<file path="src/rtl/alien_draw_sequencer_pkg.sv">
// Game-wide constants shared by the alien, player and bullet draw sequencers:
// grid geometry, sprite pitch, screen size and the sequencer state encoding.
package alien_draw_sequencer_pkg;

   // Sequencer state encoding, also exported on the debug state port.
   typedef enum logic [2:0] {
      ST_IDLE     = 3'd0,
      ST_SCAN     = 3'd1,
      ST_ISSUE    = 3'd2,
      ST_WAIT_ACK = 3'd3,
      ST_DONE     = 3'd4
   } seq_state_t;

   localparam int STATE_W = 3;

   // Alien grid geometry and sprite pitch in pixels.
   localparam int GRID_COLS       = 8;
   localparam int GRID_ROWS       = 4;
   localparam int ALIEN_X_SPACING = 8;
   localparam int ALIEN_Y_SPACING = 6;

   // Visible screen size; coordinate widths are derived from these.
   localparam int SCREEN_W = 256;
   localparam int SCREEN_H = 128;

   // Counter width able to hold 0..n-1 (at least one bit).
   function automatic int cnt_width(input int n);
      return (n > 1) ? $clog2(n) : 1;
   endfunction

endpackage

</file>
<file path="src/rtl/alien_draw_sequencer_grid_pos_counter.sv">
// Column/row position counter for a row-major grid walk.
// clear wins over advance; col wraps to 0 and bumps row; last marks the final cell.
module grid_pos_counter
   import alien_draw_sequencer_pkg::*;
#(
   parameter int COLS  = GRID_COLS,
   parameter int ROWS  = GRID_ROWS,
   parameter int COL_W = cnt_width(GRID_COLS),
   parameter int ROW_W = cnt_width(GRID_ROWS),
   parameter int IDX_W = cnt_width(GRID_COLS * GRID_ROWS)
) (
   input  logic             clk,
   input  logic             reset,
   input  logic             clear,
   input  logic             advance,
   output logic [COL_W-1:0] col,
   output logic [ROW_W-1:0] row,
   output logic [IDX_W-1:0] idx,
   output logic             last
);

   localparam logic [COL_W-1:0] COL_MAX = COL_W'(COLS - 1);
   localparam logic [ROW_W-1:0] ROW_MAX = ROW_W'(ROWS - 1);

   // Position register: clear to origin, or step one cell in row-major order.
   always_ff @(posedge clk or posedge reset) begin
      if (reset) begin
         col <= '0;
         row <= '0;
      end else if (clear) begin
         col <= '0;
         row <= '0;
      end else if (advance) begin
         if (col == COL_MAX) begin
            col <= '0;
            row <= (row == ROW_MAX) ? '0 : row + 1'b1;
         end else begin
            col <= col + 1'b1;
         end
      end
   end

   assign idx  = IDX_W'(row) * IDX_W'(COLS) + IDX_W'(col);
   assign last = (col == COL_MAX) && (row == ROW_MAX);

endmodule

</file>
<file path="src/rtl/alien_draw_sequencer.sv">
// Frame sequencer for the alien pixel drawer. Walks the alien grid in
// row-major order, skips dead aliens, and for each live one presents the
// sprite base pixel with a one-cycle draw_enable pulse, then waits for the
// drawer to report completion before moving on.
//
// Handshake: draw_enable is a single-cycle request that is never held;
// x_pixel/y_pixel are valid from that cycle until continue_draw is seen.
// continue_draw is only sampled in the cycles after the request (WAIT_ACK);
// a level held high during the request cycle or while scanning is ignored,
// so one request is completed by exactly one sampled continue_draw.
module alien_draw_sequencer
   import alien_draw_sequencer_pkg::*;
#(
   parameter int COLS      = GRID_COLS,
   parameter int ROWS      = GRID_ROWS,
   parameter int X_SPACING = ALIEN_X_SPACING,
   parameter int Y_SPACING = ALIEN_Y_SPACING,
   parameter int X_W       = $clog2(SCREEN_W),
   parameter int Y_W       = $clog2(SCREEN_H)
) (
   input  logic                 clk,
   input  logic                 reset,
   input  logic                 start,
   input  logic [X_W-1:0]       origin_x,
   input  logic [Y_W-1:0]       origin_y,
   input  logic [ROWS*COLS-1:0] alive,
   input  logic                 continue_draw,
   output logic                 draw_enable,
   output logic [X_W-1:0]       x_pixel,
   output logic [Y_W-1:0]       y_pixel,
   output logic                 busy,
   output logic                 done,
   output logic [STATE_W-1:0]   state_dbg
);

   localparam int N     = ROWS * COLS;
   localparam int COL_W = cnt_width(COLS);
   localparam int ROW_W = cnt_width(ROWS);
   localparam int IDX_W = cnt_width(N);

   seq_state_t       state;
   seq_state_t       state_next;

   logic [X_W-1:0]   origin_x_l;
   logic [Y_W-1:0]   origin_y_l;
   logic [N-1:0]     alive_l;

   logic             cnt_clear;
   logic             cnt_advance;
   logic             load_xy;
   logic             accept_start;

   logic [COL_W-1:0] col;
   logic [ROW_W-1:0] row;
   logic [IDX_W-1:0] idx;
   logic             last;

   logic [X_W-1:0]   x_next;
   logic [Y_W-1:0]   y_next;

   grid_pos_counter #(
      .COLS  (COLS),
      .ROWS  (ROWS),
      .COL_W (COL_W),
      .ROW_W (ROW_W),
      .IDX_W (IDX_W)
   ) u_pos (
      .clk     (clk),
      .reset   (reset),
      .clear   (cnt_clear),
      .advance (cnt_advance),
      .col     (col),
      .row     (row),
      .idx     (idx),
      .last    (last)
   );

   // State register.
   always_ff @(posedge clk or posedge reset) begin
      if (reset) begin
         state <= ST_IDLE;
      end else begin
         state <= state_next;
      end
   end

   // Next-state logic and counter/coordinate control strobes.
   always_comb begin
      state_next   = state;
      cnt_clear    = 1'b0;
      cnt_advance  = 1'b0;
      load_xy      = 1'b0;
      accept_start = 1'b0;
      case (state)
         ST_IDLE: begin
            if (start) begin
               accept_start = 1'b1;
               cnt_clear    = 1'b1;
               state_next   = ST_SCAN;
            end
         end
         ST_SCAN: begin
            if (alive_l[idx]) begin
               load_xy    = 1'b1;
               state_next = ST_ISSUE;
            end else if (last) begin
               state_next = ST_DONE;
            end else begin
               cnt_advance = 1'b1;
            end
         end
         ST_ISSUE: begin
            state_next = ST_WAIT_ACK;
         end
         ST_WAIT_ACK: begin
            if (continue_draw) begin
               if (last) begin
                  state_next = ST_DONE;
               end else begin
                  cnt_advance = 1'b1;
                  state_next  = ST_SCAN;
               end
            end
         end
         ST_DONE: begin
            state_next = ST_IDLE;
         end
         default: begin
            state_next = ST_IDLE;
         end
      endcase
   end

   // Sprite base pixel for the alien under the counter; wraps modulo 2^W.
   assign x_next = origin_x_l + X_W'(col) * X_W'(X_SPACING);
   assign y_next = origin_y_l + Y_W'(row) * Y_W'(Y_SPACING);

   // Frame parameters are frozen at start so mid-frame input changes are invisible.
   always_ff @(posedge clk or posedge reset) begin
      if (reset) begin
         origin_x_l <= '0;
         origin_y_l <= '0;
         alive_l    <= '0;
      end else if (accept_start) begin
         origin_x_l <= origin_x;
         origin_y_l <= origin_y;
         alive_l    <= alive;
      end
   end

   // Coordinates are captured on entry to ISSUE and held through WAIT_ACK.
   always_ff @(posedge clk or posedge reset) begin
      if (reset) begin
         x_pixel <= '0;
         y_pixel <= '0;
      end else if (load_xy) begin
         x_pixel <= x_next;
         y_pixel <= y_next;
      end
   end

   assign draw_enable = (state == ST_ISSUE);
   assign done        = (state == ST_DONE);
   assign busy        = (state != ST_IDLE);
   assign state_dbg   = state;

endmodule

</file>
<file path="config.mk">
export PLATFORM = sky130hd
export DESIGN_NAME = alien_draw_sequencer
export DESIGN_NICKNAME = d
export VERILOG_FILES = /design/src/rtl/alien_draw_sequencer_pkg.sv /design/src/rtl/alien_draw_sequencer_grid_pos_counter.sv /design/src/rtl/alien_draw_sequencer.sv
export SDC_FILE = /design/constraint.sdc
export NUM_CORES = 1
export LEC_CHECK = 0
export ABC_AREA = 1
export BUFFER_PORTS_ARGS = -buffer_cell sky130_fd_sc_hd__buf_2
export CAP_MARGIN = 5
export CORE_ASPECT_RATIO = 1.5
export CORE_MARGIN = 2
export CORE_UTILIZATION = 41
export DETAILED_ROUTE_END_ITERATION = 8
export PLACE_DENSITY = 0.75
export SYNTH_ARGS = -nofsm -noshare
export SYNTH_HDL_FRONTEND = slang
export SYNTH_SLANG_ARGS = --single-unit
</file>
<file path="constraint.sdc">
create_clock -name clk -period 2.3 [get_ports clk]
set_clock_uncertainty 0.15 [all_clocks]
set_input_delay 0 -clock clk [delete_from_list [all_inputs] [get_ports clk]]
set_output_delay 0 -clock clk [all_outputs]
set_load 0.02 [all_outputs]
</file>
### Yosys cells after proc, flatten, opt, wreduce, memory -nomap -nowiden

Index checks and enable logic that the tools add are counted.

* register bits after elaboration: 70
* input bits: 51
* output and inout bits: 21
* logic and storage cells: 54

* $add $sub $neg: 5
* multiply operators: 1
* order comparisons: 1
* eq/ne operators: 9
* mux-type cells: 23
* reduce and logical (&&, ||, !) cells: 7

Operators with widths (count)
* two-way mux 3 bit: 8
* one-hot mux 3 bit (4 select lines): 1
* adder 8 x 6 -> 8 bit: 1
* two-way mux 1 bit: 8
* two-way mux 2 bit: 4
* adder 7 x 5 -> 7 bit: 1
* == test 3 x 2 -> 1 bit, second input constant: 2
* == test 3 bit, second input constant: 2
* < comparator 5 x 6 -> 1 bit, second input constant: 1
* adder 5 x 3 -> 5 bit: 1
* binary-select mux 1 bit (select 5 bit): 1
* multiplier 2 x 2 -> 4 bit, second input constant: 1
* inequality test 2 bit, second input constant: 2
* nonzero test 2 bit: 2
* adder 3 x 1 -> 3 bit, second input constant: 1
* == test 3 x 1 -> 1 bit, second input constant: 1
* zero test 3 bit: 1
* inequality test 3 bit, second input constant: 1
* AND reduction 3 bit: 1
* nonzero test 3 bit: 1
* adder 2 x 1 -> 2 bit, second input constant: 1
* == test 2 bit, second input constant: 1
* one-hot mux 1 bit (2 select lines): 1
* AND reduction 2 bit: 1
* logical AND 1 bit: 1

### Logic depth before layout (Yosys ltp)

Gate-level depths: netlist (run 1).

* depth in word-level cells: 7
* gate-level depth with buffers: 15
* depth with buffers taken out: 13

### By module

From an unflattened synthesis (run 1), not the netlist that was laid out.

* cell total of the unflattened synthesis: 443
* area total of the unflattened synthesis: 3555.9 µm²

Modules (own cells, without submodules)
* alien_draw_sequencer: times used 1, cells each 405, area each 3246.9 µm², seq. area each 1626.6 µm²
* grid_pos_counter: times used 1, cells each 38, area each 309.0 µm², seq. area each 125.1 µm²

### Worst setup path after synthesis (run 1)

No wires, ideal clock.

* kind: reg-to-reg
* from: reg u_pos.row[0]
* to: reg y_pixel[6]
* library setup time: 0.119 ns
* data arrival time: 1.958 ns
* required time: 2.031 ns
* slack: 0.074 ns
* cell stages (with the launch flop): 12
* buffers on the path: 0
* clock period less this slack: 2.226 ns
* cells stage by stage: dfrtp_1 -> inv_1 -> ha_1 -> inv_1 -> ha_1 -> nand2_1 -> nor2_1 -> a211oi_1 -> nor2_1 -> o21ai_0 -> xor2_1 -> o21ai_2

* cells in the longest elaborated chain, start to end: 5
* elaborated cells on any way between the ends: 7
* classes of those cells: add/sub (2); mul (1); mux (4)

Ends and longest elaborated chain
* start, declared: RTL line alien_draw_sequencer_grid_pos_counter.sv:17 `output logic [ROW_W-1:0] row,`
* start signal, assigned: RTL line alien_draw_sequencer_grid_pos_counter.sv:36 `row <= (row == ROW_MAX) ? '0 : row + 1'b1;`
* adder 5 x 3 -> 5 bit: RTL line alien_draw_sequencer_grid_pos_counter.sv:43 `assign idx = IDX_W'(row) * IDX_W'(COLS) + IDX_W'(col);`
* binary-select mux 1 bit (select 5 bit): RTL line alien_draw_sequencer.sv:103 `if (alive_l[idx]) begin`
* two-way mux 1 bit (not written as such): RTL line alien_draw_sequencer.sv:103
* two-way mux 1 bit: RTL line alien_draw_sequencer.sv:103
* two-way mux 1 bit: RTL line alien_draw_sequencer.sv:94 `case (state)`
* end signal, assigned: RTL line alien_draw_sequencer.sv:158 `y_pixel <= y_next;`
* end, declared: RTL line alien_draw_sequencer.sv:30 `output logic [Y_W-1:0] y_pixel,`

Several ways; a longest one is shown, not always the timed one. The select of a mux whose other input is x is not followed.
A chain may end at the register's enable or synchronous reset.

### Worst setup path after layout (run 1)

Ends and elaborated chain as after synthesis.

==> impl_metrics.csv, run 1 <==
group,metric,value,unit
outcome,status,"completed",
sta,slew_violations,0,
placed_design,place_congestion,0.850,
sta,maxSlewHeadroom,55.1,%
cts,cts_buffers,9,
logic_synthesis,yosys_register_bits,70,
routing,avgViaCountPerCell,4.82,
routing,dr.first_iter.drc_count,153,
power,power_density,1410,mW/mm²
worst_setup_path,critPathArrivalTime,2.23,ns
power,total_power,6.75,mW
sta,setup_violations,0,
sta,worst_pin_slew,0.674,ns
placed_design,dp_hpwl,5270,µm
logic_synthesis,synthDistinctLibCells,31,
worst_setup_path,r2r_slack,0.13,ns
worst_setup_path,worstPathRequired,2.35,ns
floorplan,initial_core_util,41.9,%
cells_and_area,nets,523,
logic_synthesis,synth_top_area_cell,"dfrtp_1",
cts,cts_sinks,70,
cells_and_area,final_cells,570,
placed_design,io_buffers,71,
logic_synthesis,synth.avg_cell_area,10.7,µm²
cts,cts_tree,"built",
cells_and_area,num_antenna_cells,0,
sta,timing.fmax,460,MHz
worst_setup_path,r2r_cells,11,
cells_and_area,area_growth,37.6,%
cts,htreeDepth,3,
routing,first_pass_iters,4,
floorplan,num_rows,41,
hold_path,hp-class,"input pin to asynchronous set/reset pin",
sta,hold_violations,0,
power,ir_worst_vdd,0.661,mV
floorplan,core,0.00831,mm²
worst_setup_path,worstPathMaxFanout,3,
cts,cts_buffer_depth,2,
run,drv_cap,0,
sta,period_share,94.5,%
global_route,grt_pass1_wl,12900,µm
cts,clk_latency,0.32,ns
logic_synthesis,synth_top_area_share,50.3,%
worst_setup_path,rr_endpoint,"y_pixel[6]",
global_route,grt_use_total,18.2,%
floorplan,die_area,0.00926,mm²
routing,antenna_left,0,
global_route,antenna_found_initial,0,
routing,drc,0,
routing,vias,2746,
placed_design,dp_cells,503,
logic_synthesis,yosys_warnings,0,
logic_synthesis,synth-seq-area-share,50.3,%
worst_setup_path,path_class,"flop to flop",
worst_setup_path,cp-start-kind,"flop",
floorplan,dieHeight,117,µm
logic_synthesis,ys_top_cells_by_area,"dfrtp_1, mux2_2, nand2_1, ha_1, nand3_1",
floorplan,io_pins,72,
cells_and_area,layout-drive-gt1-share,37.4,%
routing,wl,7970,µm
worst_setup_path,end_kind,"flop",
floorplan,die_width,79.3,µm
global_route,grt.overflow.total,0,
logic_synthesis,synthCells,327,
logic_synthesis,syn_nets,392,
global_route,first_global_vias,2843,
cts,cts-root-buf,"clkbuf_16",
cts,clkSlewWorstSetupHoldPaths,0.06,ns
worst_setup_path,timing.rr.start,"u_pos.row[0]",
global_route,grt_max_degree,55,
sta,min_period,2.17,ns
logic_synthesis,synth_area,0.00348,mm²
power,p_leak,2.35,nW
routing,wl_per_cell,14.0,µm
[cell families (layout without fill, tap and decap cells)]
family / after synthesis / count (layout) / share of synthesized area, %
AND/OR/NAND/NOR: 136 / 136 / 18.0
flip-flops: 70 / 70 / 50.3
multiplexers: 45 / 45 / 14.5
buffers and inverters: 31 / 167 / 5.32
AO/OA/AOI/OAI: 24 / 24 / 4.67
adder cells (fa/ha/maj): 14 / 14 / 5.46
XOR/XNOR: 7 / 7 / 1.76
[worst max path at each step]
stage	start	to	slack, ns	depth (start not counted)
after global placement	u_pos.row[0]	y_pixel[6]	0.13	11
after floorplan	u_pos.row[0]	y_pixel[6]	0.07	11
final	u_pos.row[0]	y_pixel[6]	0.13	11
after CTS	u_pos.row[0]	y_pixel[6]	0.005	11
after global routing	u_pos.row[0]	y_pixel[6]	-0.02	11
after detailed placement	u_pos.row[0]	y_pixel[6]	0.03	11
[through the flow]
stage | hold WS, ns | util [%] | worst slack [ns] | area [µm²] | TNS [ns]
2_1_floorplan | 0.000574 | - | 0.0739 | 3480 | 0
4_1_cts | 0.167 | 57.4 | 0.00549 | 4770 | 0
3_5_place_dp | -0.0375 | 47.5 | 0.0281 | 3950 | 0
5_1_grt | 0.214 | 57.7 | -0.0191 | 4790 | -0.0191
3_3_place_gp | -0.0425 | 47.5 | 0.134 | 3950 | 0
6_report | 0.154 | 57.7 | 0.126 | 4790 | 0
[synthesized netlist by cell type]
cell type  instances
a211oi_1           1
a21oi_1            5
a32oi_1            1
buf_12             1
buf_2              5
buf_6              3
buf_8              1
clkbuf_1           1
dfrtp_1           70
fa_1               2
ha_1              12
inv_1             17
inv_2              1
inv_6              1
inv_8              1
mux2_2            45
nand2_1           78
nand2_2            9
nand2_4            1
nand3_1           29
nand3_2            4
nand4_1            2
nor2_1            10
nor2_8             1
nor3_1             2
o21ai_0            6
o21ai_1            1
o21ai_2            9
o31ai_1            1
xnor2_1            3
xor2_1             4
[registers in the layout (all words and copies together) (netlist names)]
register and count:
alive_l 32, state_dbg 3, y_pixel 7, origin_y_l 7, x_pixel 8, u_pos.col 3
origin_x_l 8, u_pos.row 2
[final cells by class]
class	instances	area, µm²
tap	107	134
fill	698	3520
inverter	20	87.6
sequential	70	1750
clock buffer	13	280
multi-input combinational	226	1570
clock inverter	3	40.0
timing repair buffer	131	931
[worst max-delay path, stage by stage (launching register included)]
cell and delay, ns:
dfrtp_1 0.37, inv_1 0.14, ha_4 0.23, inv_1 0.07, ha_1 0.22, nand2_1 0.07
nor2_1 0.06, a211oi_2 0.23, nor2_1 0.08, o21ai_1 0.18, xor2_1 0.18, o21ai_2 0.06
[metal layers]
| layer | GRT usage, % | routed length, µm |
|---|---|---|
| met2 | 34.5 | 4430 |
| met1 | 19.4 | 3090 |
| met3 | 2.84 | 234 |
| met5 | 0 | 0 |
| met4 | 9.08 | 212 |
[layout by cell type, fill, tap and decap left out]
| cell type | count |
|---|---|
| nand2_1 | 78 |
| buf_2 | 71 |
| dfrtp_1 | 70 |
| dlygate4sd3_1 | 50 |
| mux2_2 | 45 |
| nand3_1 | 28 |
| inv_1 | 16 |
| ha_1 | 11 |
| nor2_1 | 10 |
| buf_4 | 10 |
| nand2_2 | 9 |
| o21ai_2 | 9 |
| clkbuf_16 | 9 |
| nand3_2 | 5 |
| o21ai_0 | 5 |
| a21oi_1 | 5 |
| xor2_1 | 4 |
| clkbuf_8 | 4 |
| xnor2_1 | 3 |
| inv_2 | 2 |
| nor3_1 | 2 |
| nand4_1 | 2 |
| o21ai_1 | 2 |
| fa_1 | 2 |
| clkinv_2 | 2 |
| inv_8 | 1 |
| nand2_4 | 1 |
| nor2_8 | 1 |
| inv_6 | 1 |
| a211oi_2 | 1 |
| a32oi_1 | 1 |
| o31ai_1 | 1 |
| ha_4 | 1 |
| bufinv_16 | 1 |
[power breakdown]
part	switching [mW]	leakage (nW)	total, mW	internal (mW)
registers	0.382	0.844	2.24	1.86
logic	1.76	1.35	3.08	1.32
clock network	0.482	0.162	1.43	0.953
[repair_timing]
item | 4_1_cts | 5_1_grt
endpoints found under the setup margin | 0 | 1
resized for setup | 0 | 3
hold endpoints to repair | 79 | 0
buffers inserted | 0 | 1
hold buffers | 50 | 0
Note: power is estimated with default switching activity, not from simulation.
==> inputs of run 2 (changes only) <==
--- a/config.mk
+++ b/config.mk
@@ -9,9 +9,9 @@
 export BUFFER_PORTS_ARGS = -buffer_cell sky130_fd_sc_hd__buf_2
 export CAP_MARGIN = 5
 export CORE_ASPECT_RATIO = 1.5
-export CORE_MARGIN = 2
 export CORE_UTILIZATION = 41
 export DETAILED_ROUTE_END_ITERATION = 8
+export MAX_ROUTING_LAYER = met4
 export PLACE_DENSITY = 0.75
 export SYNTH_ARGS = -nofsm -noshare
 export SYNTH_HDL_FRONTEND = slang
==> run 2 against run 1 <==
  * Sequential power about the same
  * Utilization grew 1.2 points
  * Sequential share of layout area increased by 0.14 points
  * Largest cell class unchanged
  * Global-route usage up 1.7 points
  * Sequential cell count unchanged
  * First-iteration DRC count decreased by 10%
==> impl_metrics.csv, run 2 (same netlist as run 1, synthesis figures left out) <==
group,metric,value,unit
global_route,grt_use_total,19.9,%
worst_setup_path,critPathArrivalTime,2.23,ns
power,power_switching,2.66,mW
cells_and_area,reg.largest.list,"alive_l (32), origin_x_l (8), x_pixel (8)",
cts,clk_latency,0.33,ns
global_route,grt.overflow.total,0,
routing,dr.first_iter.drc_count,137,
cells_and_area,largest_register_ffs,32,
sta,timing.fmax,463,MHz
floorplan,initial_core_util,43.0,%
global_route,grt_busiest_layer,"met2",
sta,maxSlewHeadroom,58.1,%
outcome,status,"completed",
run,drv_cap,0,
hold_path,hp-class,"input pin to asynchronous set/reset pin",
power,p_leak,2.34,nW
cells_and_area,area_growth,37.1,%
cells_and_area,num_antenna_cells,0,
sta,period_share,93.9,%
cells_and_area,regMostFlops,"alive_l",
routing,drc,0,
routing,first_pass_iters,4,
placed_design,dp_cells,500,
sta,worst_pin_slew,0.628,ns
cells_and_area,final_cells,566,
cells_and_area,layout-drive-gt1-share,36.9,%
cells_and_area,stdcell_area,0.00477,mm²
cells_and_area,n_fill_cell,703,
power,p_int,4.07,mW
global_route,first_global_vias,2822,
power,ir_worst_vdd,0.642,mV
floorplan,dieHeight,115,µm
placed_design,dp_hpwl,5170,µm
power,pwr-share-seq,33.4,%
global_route,grt_pass1_wl,13100,µm
routing,vias,2729,
global_route,grt_util_met1,20.8,%
sta,rsz0062_at_grt,"false",
sta,fin_setup_tns,0,ns
routing,wl_per_cell,13.8,µm
sta,holdWs,0.163,ns
routing,avgViaCountPerCell,4.82,
worst_setup_path,cp-start-kind,"flop",
power,total_power,6.73,mW
cells_and_area,mostFrequentLayoutCells,"nand2_1, buf_2, dfrtp_1",
cts,cts_buffer_depth,2,
sta,min_period,2.16,ns
worst_setup_path,end_kind,"flop",
cells_and_area,multi_input_area,0.00156,mm²
worst_setup_path,worstPathMaxFanout,3,
sta,hold_violations,0,
floorplan,die_area,0.00888,mm²
placed_design,post-place-ws,0.0217,ns
cts,cts-root-buf,"clkbuf_16",
placed_design,dpl-instance-area,0.00396,mm²
floorplan,core,0.00811,mm²
sta,setup_slack,0.141,ns
power,pwr-share-clk,20.9,%
routing,wl,7810,µm
sta,setup_violations,0,
routing,antenna_left,0,
cells_and_area,regArea,0.00175,mm²
placed_design,io_buffers,71,
placed_design,place_congestion,0.877,
global_route,grtUsageMet3,5.16,%
global_route,grt_max_degree,55,
global_route,antenna_found_initial,0,
floorplan,io_pins,72,
cells_and_area,final_common_cell,"nand2_1",
cells_and_area,final_core_util,58.9,%
cts,htreeDepth,3,
power,p_sw_share,39.5,%
sta,slew_violations,0,
cts,cts_buffers,9,
power,comb_power_share,45.7,%
power,power_density,1410,mW/mm²
cts,clkSlewWorstSetupHoldPaths,0.06,ns
cells_and_area,nets,521,
global_route,use_met2,35.2,%
floorplan,die_width,77.3,µm
worst_setup_path,path_class,"flop to flop",
worst_setup_path,worstPathRequired,2.37,ns
cts,cts_sinks,70,
floorplan,num_rows,40,
cts,cts_tree,"built",
run 2: changes by cell type in the layout (fill, tap and decap cells not counted), moves of 2 or more:
cell        delta
buf_12         +2
buf_4          -4
clkbuf_8       -3
clkinvlp_4     +2
inv_6          +2
run 2: final cells by class:
class                      instances  area share [%]
sequential                        70            36.7
tap                              105            2.75
clock inverter                     6            1.42
multi-input combinational        226            32.6
timing repair buffer             129            19.7
clock buffer                      10            5.01
inverter                          20            1.83
run 2: critical path, cell delays in order (launching register included):
cell and delay [ns]:
dfrtp_1 0.34, inv_1 0.07, ha_1 0.33, inv_1 0.07, ha_1 0.27, nand2_1 0.07
nor2_1 0.06, a211oi_2 0.22, nor2_1 0.07, o21ai_1 0.14, xor2_1 0.19, o21ai_2 0.06
run 2: worst paths after layout:
check | slack, ns | cells after the start | startpoint | end
setup / recovery | 0.14 | 11 | u_pos.row[0] | y_pixel[6]
hold / removal | 0.16 | 3 | reset | alive_l[1]
setup reg to reg | 0.14 | 11 | u_pos.row[0] | y_pixel[6]
hold reg to reg | 0.32 | 2 | x_pixel[1] | x_pixel[1]
max in group asynchronous | 1.19 | 4 | reset | alive_l[30]
min in group clk | 0.28 | 3 | alive[23] | alive_l[23]
run 2: repair_timing:
item                       4_1_cts  5_1_grt
resized for setup                1        1
setup endpoints to repair        1        1
setup buffers                    0        0
hold buffers                    50        0
hold endpoints to repair        81        0
run 2: power groups by stage:
stage / sequential, mW / clock [mW] / combinational [mW]
global placement: 2.24 / 0 / 2.93
global route: 2.32 / 1.49 / 3.43
finish: 2.25 / 1.41 / 3.08
detailed placement: 2.27 / 0 / 3.02
CTS: 2.25 / 1.44 / 3.11
floorplan: 2.33 / 0 / 2.27
run 2: metal layers:
layer	wire [µm]	vias to the layer above
li1	-	1345
met2	4310	57
met5	0	-
met4	198	0
met1	3050	1309
met3	258	18
